File: config.mk
export PLATFORM = sky130hd
export DESIGN_NAME = req_router4
export DESIGN_NICKNAME = d
export VERILOG_FILES = /design/src/rtl/req_router4.sv
export SDC_FILE = /design/constraint.sdc
export NUM_CORES = 1
export LEC_CHECK = 0
export BUFFER_PORTS_ARGS = -buffer_cell sky130_fd_sc_hd__buf_4
export CAP_MARGIN = 10
export CORE_AREA = 2 2 97 99
export DETAILED_ROUTE_END_ITERATION = 6
export DIE_AREA = 0 0 99 101
export PLACE_DENSITY = 0.71
export SYNTH_ARGS = -nofsm -noshare
export SYNTH_HDL_FRONTEND = slang
export SYNTH_SLANG_ARGS = --single-unit
File: constraint.sdc
create_clock -name clk -period 2.81 [get_ports clk]
set_clock_uncertainty 0.2 [all_clocks]
set_input_delay 0.562 -clock clk [delete_from_list [all_inputs] [get_ports clk]]
set_output_delay 0.562 -clock clk [all_outputs]
set_load 0.05 [all_outputs]
File: src/rtl/req_router4.sv
// Request router: one-entry output register fans a request to one of four targets.
// An order FIFO of target indices returns the responses upstream in request order.
module req_router4 #(
  parameter int WIDTH = 32,
  parameter int DEPTH = 4
) (
  input  logic               clk,
  input  logic               rst_n,
  input  logic               req_valid,
  output logic               req_ready,
  input  logic [1:0]         req_sel,
  input  logic [WIDTH-1:0]   req_data,
  output logic [3:0]         out_valid,
  input  logic [3:0]         out_ready,
  output logic [WIDTH-1:0]   out_data,
  input  logic [3:0]         rsp_in_valid,
  output logic [3:0]         rsp_in_ready,
  input  logic [4*WIDTH-1:0] rsp_in_data,
  output logic               rsp_valid,
  input  logic               rsp_ready,
  output logic [WIDTH-1:0]   rsp_data
);

  localparam int PTR_W = (DEPTH > 1) ? $clog2(DEPTH) : 1;
  localparam int CNT_W = PTR_W + 1;
  localparam logic [CNT_W-1:0] DEPTH_C = CNT_W'(DEPTH);

  logic             full_q, full_d;
  logic [1:0]       sel_q, sel_d;
  logic [WIDTH-1:0] data_q, data_d;
  logic [PTR_W-1:0] wr_ptr_q, wr_ptr_d;
  logic [PTR_W-1:0] rd_ptr_q, rd_ptr_d;
  logic [CNT_W-1:0] count_q, count_d;
  logic [1:0]       order_mem_q [DEPTH];

  logic             out_fire;
  logic             accept;
  logic             pop;
  logic             nonempty;
  logic [1:0]       head;
  logic [WIDTH-1:0] rsp_slice [4];

  // A full order FIFO blocks new requests even when the output register could take one.
  always_comb begin
    out_fire  = full_q && out_ready[sel_q];
    req_ready = (!full_q || out_fire) && (count_q < DEPTH_C);
    accept    = req_valid && req_ready;
    full_d    = full_q;
    sel_d     = sel_q;
    data_d    = data_q;
    if (accept) begin
      full_d = 1'b1;
      sel_d  = req_sel;
      data_d = req_data;
    end else if (out_fire) begin
      full_d = 1'b0;
    end
    out_valid = full_q ? (4'b0001 << sel_q) : 4'b0000;
    out_data  = data_q;
  end

  always_comb begin
    for (int i = 0; i < 4; i++) begin
      rsp_slice[i] = rsp_in_data[i*WIDTH +: WIDTH];
    end
    nonempty     = (count_q != '0);
    head         = order_mem_q[rd_ptr_q];
    rsp_valid    = nonempty && rsp_in_valid[head];
    rsp_data     = rsp_slice[head];
    rsp_in_ready = (nonempty && rsp_ready) ? (4'b0001 << head) : 4'b0000;
    pop          = rsp_valid && rsp_ready;
  end

  always_comb begin
    wr_ptr_d = wr_ptr_q;
    rd_ptr_d = rd_ptr_q;
    count_d  = count_q;
    if (accept) begin
      wr_ptr_d = wr_ptr_q + PTR_W'(1);
    end
    if (pop) begin
      rd_ptr_d = rd_ptr_q + PTR_W'(1);
    end
    case ({accept, pop})
      2'b10:   count_d = count_q + CNT_W'(1);
      2'b01:   count_d = count_q - CNT_W'(1);
      default: count_d = count_q;
    endcase
  end

  always_ff @(posedge clk or negedge rst_n) begin
    if (!rst_n) begin
      full_q   <= 1'b0;
      sel_q    <= 2'd0;
      wr_ptr_q <= '0;
      rd_ptr_q <= '0;
      count_q  <= '0;
    end else begin
      full_q   <= full_d;
      sel_q    <= sel_d;
      wr_ptr_q <= wr_ptr_d;
      rd_ptr_q <= rd_ptr_d;
      count_q  <= count_d;
    end
  end

  // Payload and order storage are only observed while marked valid, so they skip reset.
  always_ff @(posedge clk) begin
    data_q <= data_d;
    if (accept) begin
      order_mem_q[wr_ptr_q] <= req_sel;
    end
  end

endmodule

==> impl_results.md, run 1 <==
* Status: finished with violations
* Failing checks: negative setup slack
* Final setup margin at -67.6 ps
* Syn_area_per_cell at ~18 um^2
* Hold Crit Endpoint: out_data[23]
* Die H at approximately 100 um
* DP Worst Slack at 21.1 ps
* Final hold slack at 239 ps
* Reg2reg path depth at 10
* Max Cap Violations at 0
* R2r endpoint: count_q[2]
* Chip width at 99 um
* Post-Syn Instances at 152
* Pwr dens at 1200 nW/um^2
* GRT Residual Overflow at 0
* Bufs and invs on worst path at 2
* Hold Vio Cnt, Final at 0
* Reg2reg setup slack at 20 ps
* Max VDD drop at roughly 0.0006 V
* Core area at 8980 um^2
* Ys flop type: edfxtp_1
* Startpoint Class: flip-flop
* Clock sinks at 50
* Count of flip-flops with a built-in enable after synthesis at 40
* Mapped cell area at 2790 um^2
* Clk Latency, worst-skew pair at 290 ps
* CP Class: flip-flop to output pin
* Pin count of the biggest net entering global routing at 37
* Layout cell share with drive strength beyond 1 at 77.8%
* Final period util at 102%
* Final #Nets at 597
* CTS tree: yes
* Slew Limit Headroom at 70.7%
* Hold_sp: req_data[23]
* WP data arrival at 2120 ps
* Tightest Pin Transition at 436 ps
* Class of the worst hold path: input pin to flip-flop
* P_int at 3230 uW
* Initial DRC Count at 47
* Design area at 5190 um^2
* Initial Util at 31.1%
* # H-tree levels at 2
* Number of placement rows at 35
* Switching share of total power at between 40% and 50%
* LEAKAGE at approximately 0.0024 uW
* CP max FO at 12
* Power share of the combinational group at 73.9%
* Post-synthesis sequential area ratio at 51.9%
* CP Capture Type: output pin
* I/O pin cnt at 248
* Hold depth at 1
* Slowest stage delay, CP at about 590 ps
* Worst-path clk slew at 90 ps
* GRT Overall Usage at around 18%
* Pwr Total at 6200 uW
* # fillers at ~720
* RSZ-0062 raised after global routing: yes
* Root Driver: clkbuf_8
* Syn Nets at 332
* Clock Power Share at roughly 7.8%
* Commonest non-fill, non-tap cells in the layout: buf_4 (235), edfxtp_1 (40), mux4_2 (34)
* Crit-path leading delay family: multiplexers
* RR Startpoint: rd_ptr_q[0]
* 1st-pass router iterations at 4
* Die area at between 9000 and 10000 um^2
* Critical-path cell list: mux4_2 > buf_6 > mux4_2 > buf_4
* Post-synth cell types at 29
* Remaining DRCs at 0
* Async SR Flop Fraction at 20.0%
* P_sw at 2970 uW
* # port buffers at 247
* Global-route wire length before repair at 13700 um
* Fin crit period at roughly 2900 ps
* Number of global-route vias before repair at 2717
* Yosys reg bits at 50
* Drt total wl at 10000 um
* Cell mode on critical path: mux4_2
* Routed Antenna Nets at 0
* Via-to-Cell Ratio at 4.78
* Yosys warning count at 0
* Critical-path top delay cell: mux4_2
* Critical Path RT at between 2000 and 2500 ps
* CTS Buffer Depth at 2
* Reg power frac at 18.3%
* Final setup fails at 32
* Initial antenna violation count at 0
* Commonest non-fill, non-tap cell in the layout: buf_4
* Area growth from synthesis to layout at 85.7%
* CTS Buf Count at 5
* Highest Clock Rate at 348 MHz
* Slew Viols, Final at 0
* Post-DP HPWL at 8070 um
* Post-DP Area at approximately 4800 um^2
* Routed via count at around 2500
* GPL Wtd Cong at 0.906
* Routed wire per std cell at around 19 um
## power groups by stage
stage | combinational [uW] | sequential (uW) | clock (uW)
after detailed placement | 4070 | 1150 | 0
final | 4590 | 1130 | 484
after CTS | 4340 | 1130 | 502
after global placement | 4030 | 1140 | 0
after global routing | 4790 | 1160 | 521
after floorplan | 2730 | 1430 | 0
## per-stage QoR
stage / util, % / setup TNS, ps / cells
2_1_floorplan: - / -38.0 / 152
3_3_place_gp: 53.7 / 0 / 511
3_5_place_dp: 53.7 / 0 / 511
4_1_cts: 56.4 / -2420 / 523
5_1_grt: 57.8 / -3680 / 529
6_report: 57.8 / -1470 / 530
## worst max path at each step
stage / start / to / cells after the start
CTS: rd_ptr_q[1] / rsp_data[10] / 5
global placement: rd_ptr_q[0] / rsp_data[22] / 4
finish: rd_ptr_q[0] / rsp_data[10] / 4
detailed placement: rd_ptr_q[0] / rsp_data[31] / 4
floorplan: rd_ptr_q[0] / count_q[2] / 12
global route: rd_ptr_q[0] / count_q[2] / 10
## sequential cells by signal, indices dropped and copies added, names as in the netlist
register	cells
order_mem_q	8
sel_q	2
full_q	1
count_q	3
out_data	32
wr_ptr_q	2
rd_ptr_q	2
## cell families after synthesis
logic type	Yosys count	synth area share (%)
flops	50	51.9
simple gates	27	5.55
compound gates	2	0.537
buf+inv	15	3.49
fa+ha+maj	6	2.96
xor+xnor	5	1.57
mux	47	33.9
## metal layers
layer  GRT usage (%)  vias to the layer above  part of all wire, %  routed length (um)
li1                -                     1153                    -                   -
met1            19.4                     1199                   35                3500
met2            32.9                      167                   52                5240
met3            7.00                       13                   11                1110
met4            4.85                        0                  1.6                 165
met5               0                        -                    0                   0
## repair_timing
item	in CTS	in global routing
gates cloned	0	4
hold buffers	1	0
setup endpoints to repair	35	36
hold endpoints to repair	10	0
resized for setup	32	8
pin swaps	1	0
setup buffers	3	2
## cell usage after synthesis (all sizes together) (2+ instances only)
cell type | number | share of area [%]
dfrtp | 10 | 9.0
nor2 | 5 | 0.67
inv | 6 | 0.81
mux2 | 7 | 2.8
ha | 5 | 2.2
mux4 | 35 | 29
mux2i | 5 | 2.2
buf | 8 | 2.6
nor3b | 4 | 1.1
nand2 | 3 | 0.40
nor3 | 4 | 0.72
xnor2 | 3 | 0.94
nand2b | 2 | 0.45
xor2 | 2 | 0.63
edfxtp | 40 | 43
and2 | 4 | 0.90
## final cells by class
| class | count | area, um^2 | share of cell area, % |
|---|---|---|---|
| Sequential cell | 50 | 1450 | 28.0 |
| Tap cell | 111 | 139 | 2.68 |
| Timing Repair Buffer | 267 | 2190 | 42.1 |
| Inverter | 6 | 22.5 | 0.434 |
| Antenna cell | 1 | 2.50 | 0.0482 |
| Clock inverter | 2 | 37.5 | 0.724 |
| Clock buffer | 6 | 72.6 | 1.40 |
| Multi-Input combinational cell | 87 | 1270 | 24.6 |
Power figures use the tool's default switching activity.
==> run 2, diff against run 1 <==
--- a/config.mk
+++ b/config.mk
@@ -10,7 +10,7 @@
 export CORE_AREA = 2 2 97 99
 export DETAILED_ROUTE_END_ITERATION = 6
 export DIE_AREA = 0 0 99 101
-export PLACE_DENSITY = 0.71
+export PLACE_DENSITY_LB_ADDON = 0.12
 export SYNTH_ARGS = -nofsm -noshare
 export SYNTH_HDL_FRONTEND = slang
 export SYNTH_SLANG_ARGS = --single-unit
==> impl_results.md, run 2 (synthesis gave the netlist of run 1 again) <==
* Commonest non-fill, non-tap cell in the layout: buf_4
* Max FFs per register at 32
* Global-route wire length before repair at 14400 um
* CP Class: flip-flop to output pin
* Hold Vio Cnt, Final at 0
* Remaining DRCs at 0
* Multi-input logic area at 1280 um^2
* Area growth from synthesis to layout at 84.7%
* Drt total wl at about 10000 um
* Slew Viols, Final at 0
* Startpoint Class: flip-flop
* CTS tree: yes
* RSZ-0062 raised after global routing: yes
* Via-to-Cell Ratio at approximately 4.8
* # port buffers at between 200 and 250
* Highest Clock Rate at 344 MHz
* # H-tree levels at 2
* Layout cell share with drive strength beyond 1 at 77.7%
* Placed cells at approximately 510
* Initial DRC Count at 54
* Die H at 101 um
* CP max FO at 22
* Routed via count at roughly 2600
* Max Cap Violations at 0
* Slew Limit Headroom at a little over two thirds
* CP Capture Type: output pin
* Core area at 8980 um^2
* WP data arrival at 2150 ps
* Max VDD drop at 0.000502 V
* Initial antenna violation count at 0
* Number of global-route vias before repair at 2610
* CTS Buffer Depth at 2
* Clock Power Share at 7.9%
* Reg area at 1450 um^2
* Failing checks: negative setup slack
* Reg power frac at 18.5%
* Final period util at 103%
* Tightest Pin Transition at 454 ps
* Worst-path clk slew at 80 ps
* Critical Path RT at 2050 ps
* Pwr dens at roughly 1200 nW/um^2
* GRT Residual Overflow at 0
* Die area at 10000 um^2
* Final setup margin at -97.6 ps
* Clock sinks at 50
* GRT Overall Usage at roughly 19%
* Routed Antenna Nets at 0
* Final #Nets at 596
* Fin cells at 528
* Power share of the combinational group at 73.6%
* LEAKAGE at roughly 0.0023 uW
* 1st-pass router iterations at 4
* Post-DP HPWL at 8410 um
* Clk Latency, worst-skew pair at 290 ps
* Pin count of the biggest net entering global routing at 33
* P_int at about 3200 uW
* Commonest non-fill, non-tap cells in the layout: buf_4 (234), edfxtp_1 (40), mux4_2 (34)
* # fillers at 755
* GPL Wtd Cong at between 0.9 and 1
* Root Driver: clkbuf_8
* Pwr Total at 6130 uW
* Final hold slack at around 240 ps
* Initial Util at between 30 and 40%
* Number of placement rows at 35
* Fin crit period at 2910 ps
* I/O pin cnt at roughly 250
* Status: finished with violations
* CTS Buf Count at 5
* Antenna Cells at 0
* Chip width at 99 um
* Switching share of total power at a little under half
* Class of the worst hold path: input pin to flip-flop
* Final setup fails at 33
* Routed wire per std cell at roughly 19 um
* P_sw at ~3000 uW
-- run 2: cell count changes in the layout (fill, tap and decap cells not counted), sizes merged --
cell / delta
buf: +1
clkbuf: -1
clkinvlp: -1
diode: -1
-- run 2: worst max-delay path, stage by stage (launching register included) --
cell,delay (ps)
dfrtp_1,380
mux4_2,600
buf_12,210
mux4_2,480
buf_6,180
-- run 2: area by class of cell --
class | count | share of cell area [%]
timing repair buffer | 266 | 41.8
sequential | 50 | 28.2
multi-input combinational | 87 | 24.9
tap | 111 | 2.69
clock buffer | 7 | 1.48
clock inverter | 1 | 0.582
inverter | 6 | 0.436
-- run 2: power by group through the flow --
| stage | registers, uW | logic (uW) | clock network [uW] |
|---|---|---|---|
| floorplan | 1430 | 2730 | 0 |
| global placement | 1150 | 4090 | 0 |
| detailed placement | 1150 | 4120 | 0 |
| CTS | 1140 | 4520 | 502 |
| global route | 1160 | 4730 | 531 |
| finish | 1130 | 4510 | 484 |
-- run 2: routing by layer --
| metal | up-vias | global-route usage [%] | wire length [um] |
|---|---|---|---|
| met5 | - | 0 | 0 |
| met3 | 21 | 7.56 | 1200 |
| met2 | 154 | 33.3 | 5160 |
| met1 | 1234 | 22.1 | 3380 |
| li1 | 1146 | - | - |
| met4 | 0 | 7.38 | 289 |
-- run 2: final timing paths --
| path | startpoint | to | slack, ps | cells after the start |
|---|---|---|---|---|
| worst min register to register | count_q[0] | count_q[0] | 320 | 1 |
| worst max-delay path | rd_ptr_q[0] | rsp_data[24] | -100 | 4 |
| min in group asynchronous | rst_n | count_q[2] | 430 | 2 |
| max in group asynchronous | rst_n | rd_ptr_q[1] | 1830 | 2 |
| worst min-delay path | req_data[4] | out_data[4] | 240 | 1 |
| worst max register to register | rd_ptr_q[0] | count_q[2] | 30 | 10 |
-- run 2: metrics by stage --
stage                     utilization [%]  cell area, um^2  TNS, ps  setup WS, ps
after global placement               53.9             4840        0          64.5
final                                57.5             5160    -1840         -97.6
after CTS                            57.3             5140    -2650          -113
after floorplan                         -             2830    -38.0         -20.9
after detailed placement             53.9             4840        0          11.4
after global routing                 57.5             5160    -5170          -186
-- run 2: repair_timing --
item                                    in CTS  in global routing
gates cloned                                 1                  0
endpoints found under the setup margin      34                 36
resized for setup                           40                  4
setup buffers                                5                  1
pin swaps                                    1                  0
hold buffers                                 1                  0
hold endpoints to repair                    10                  0
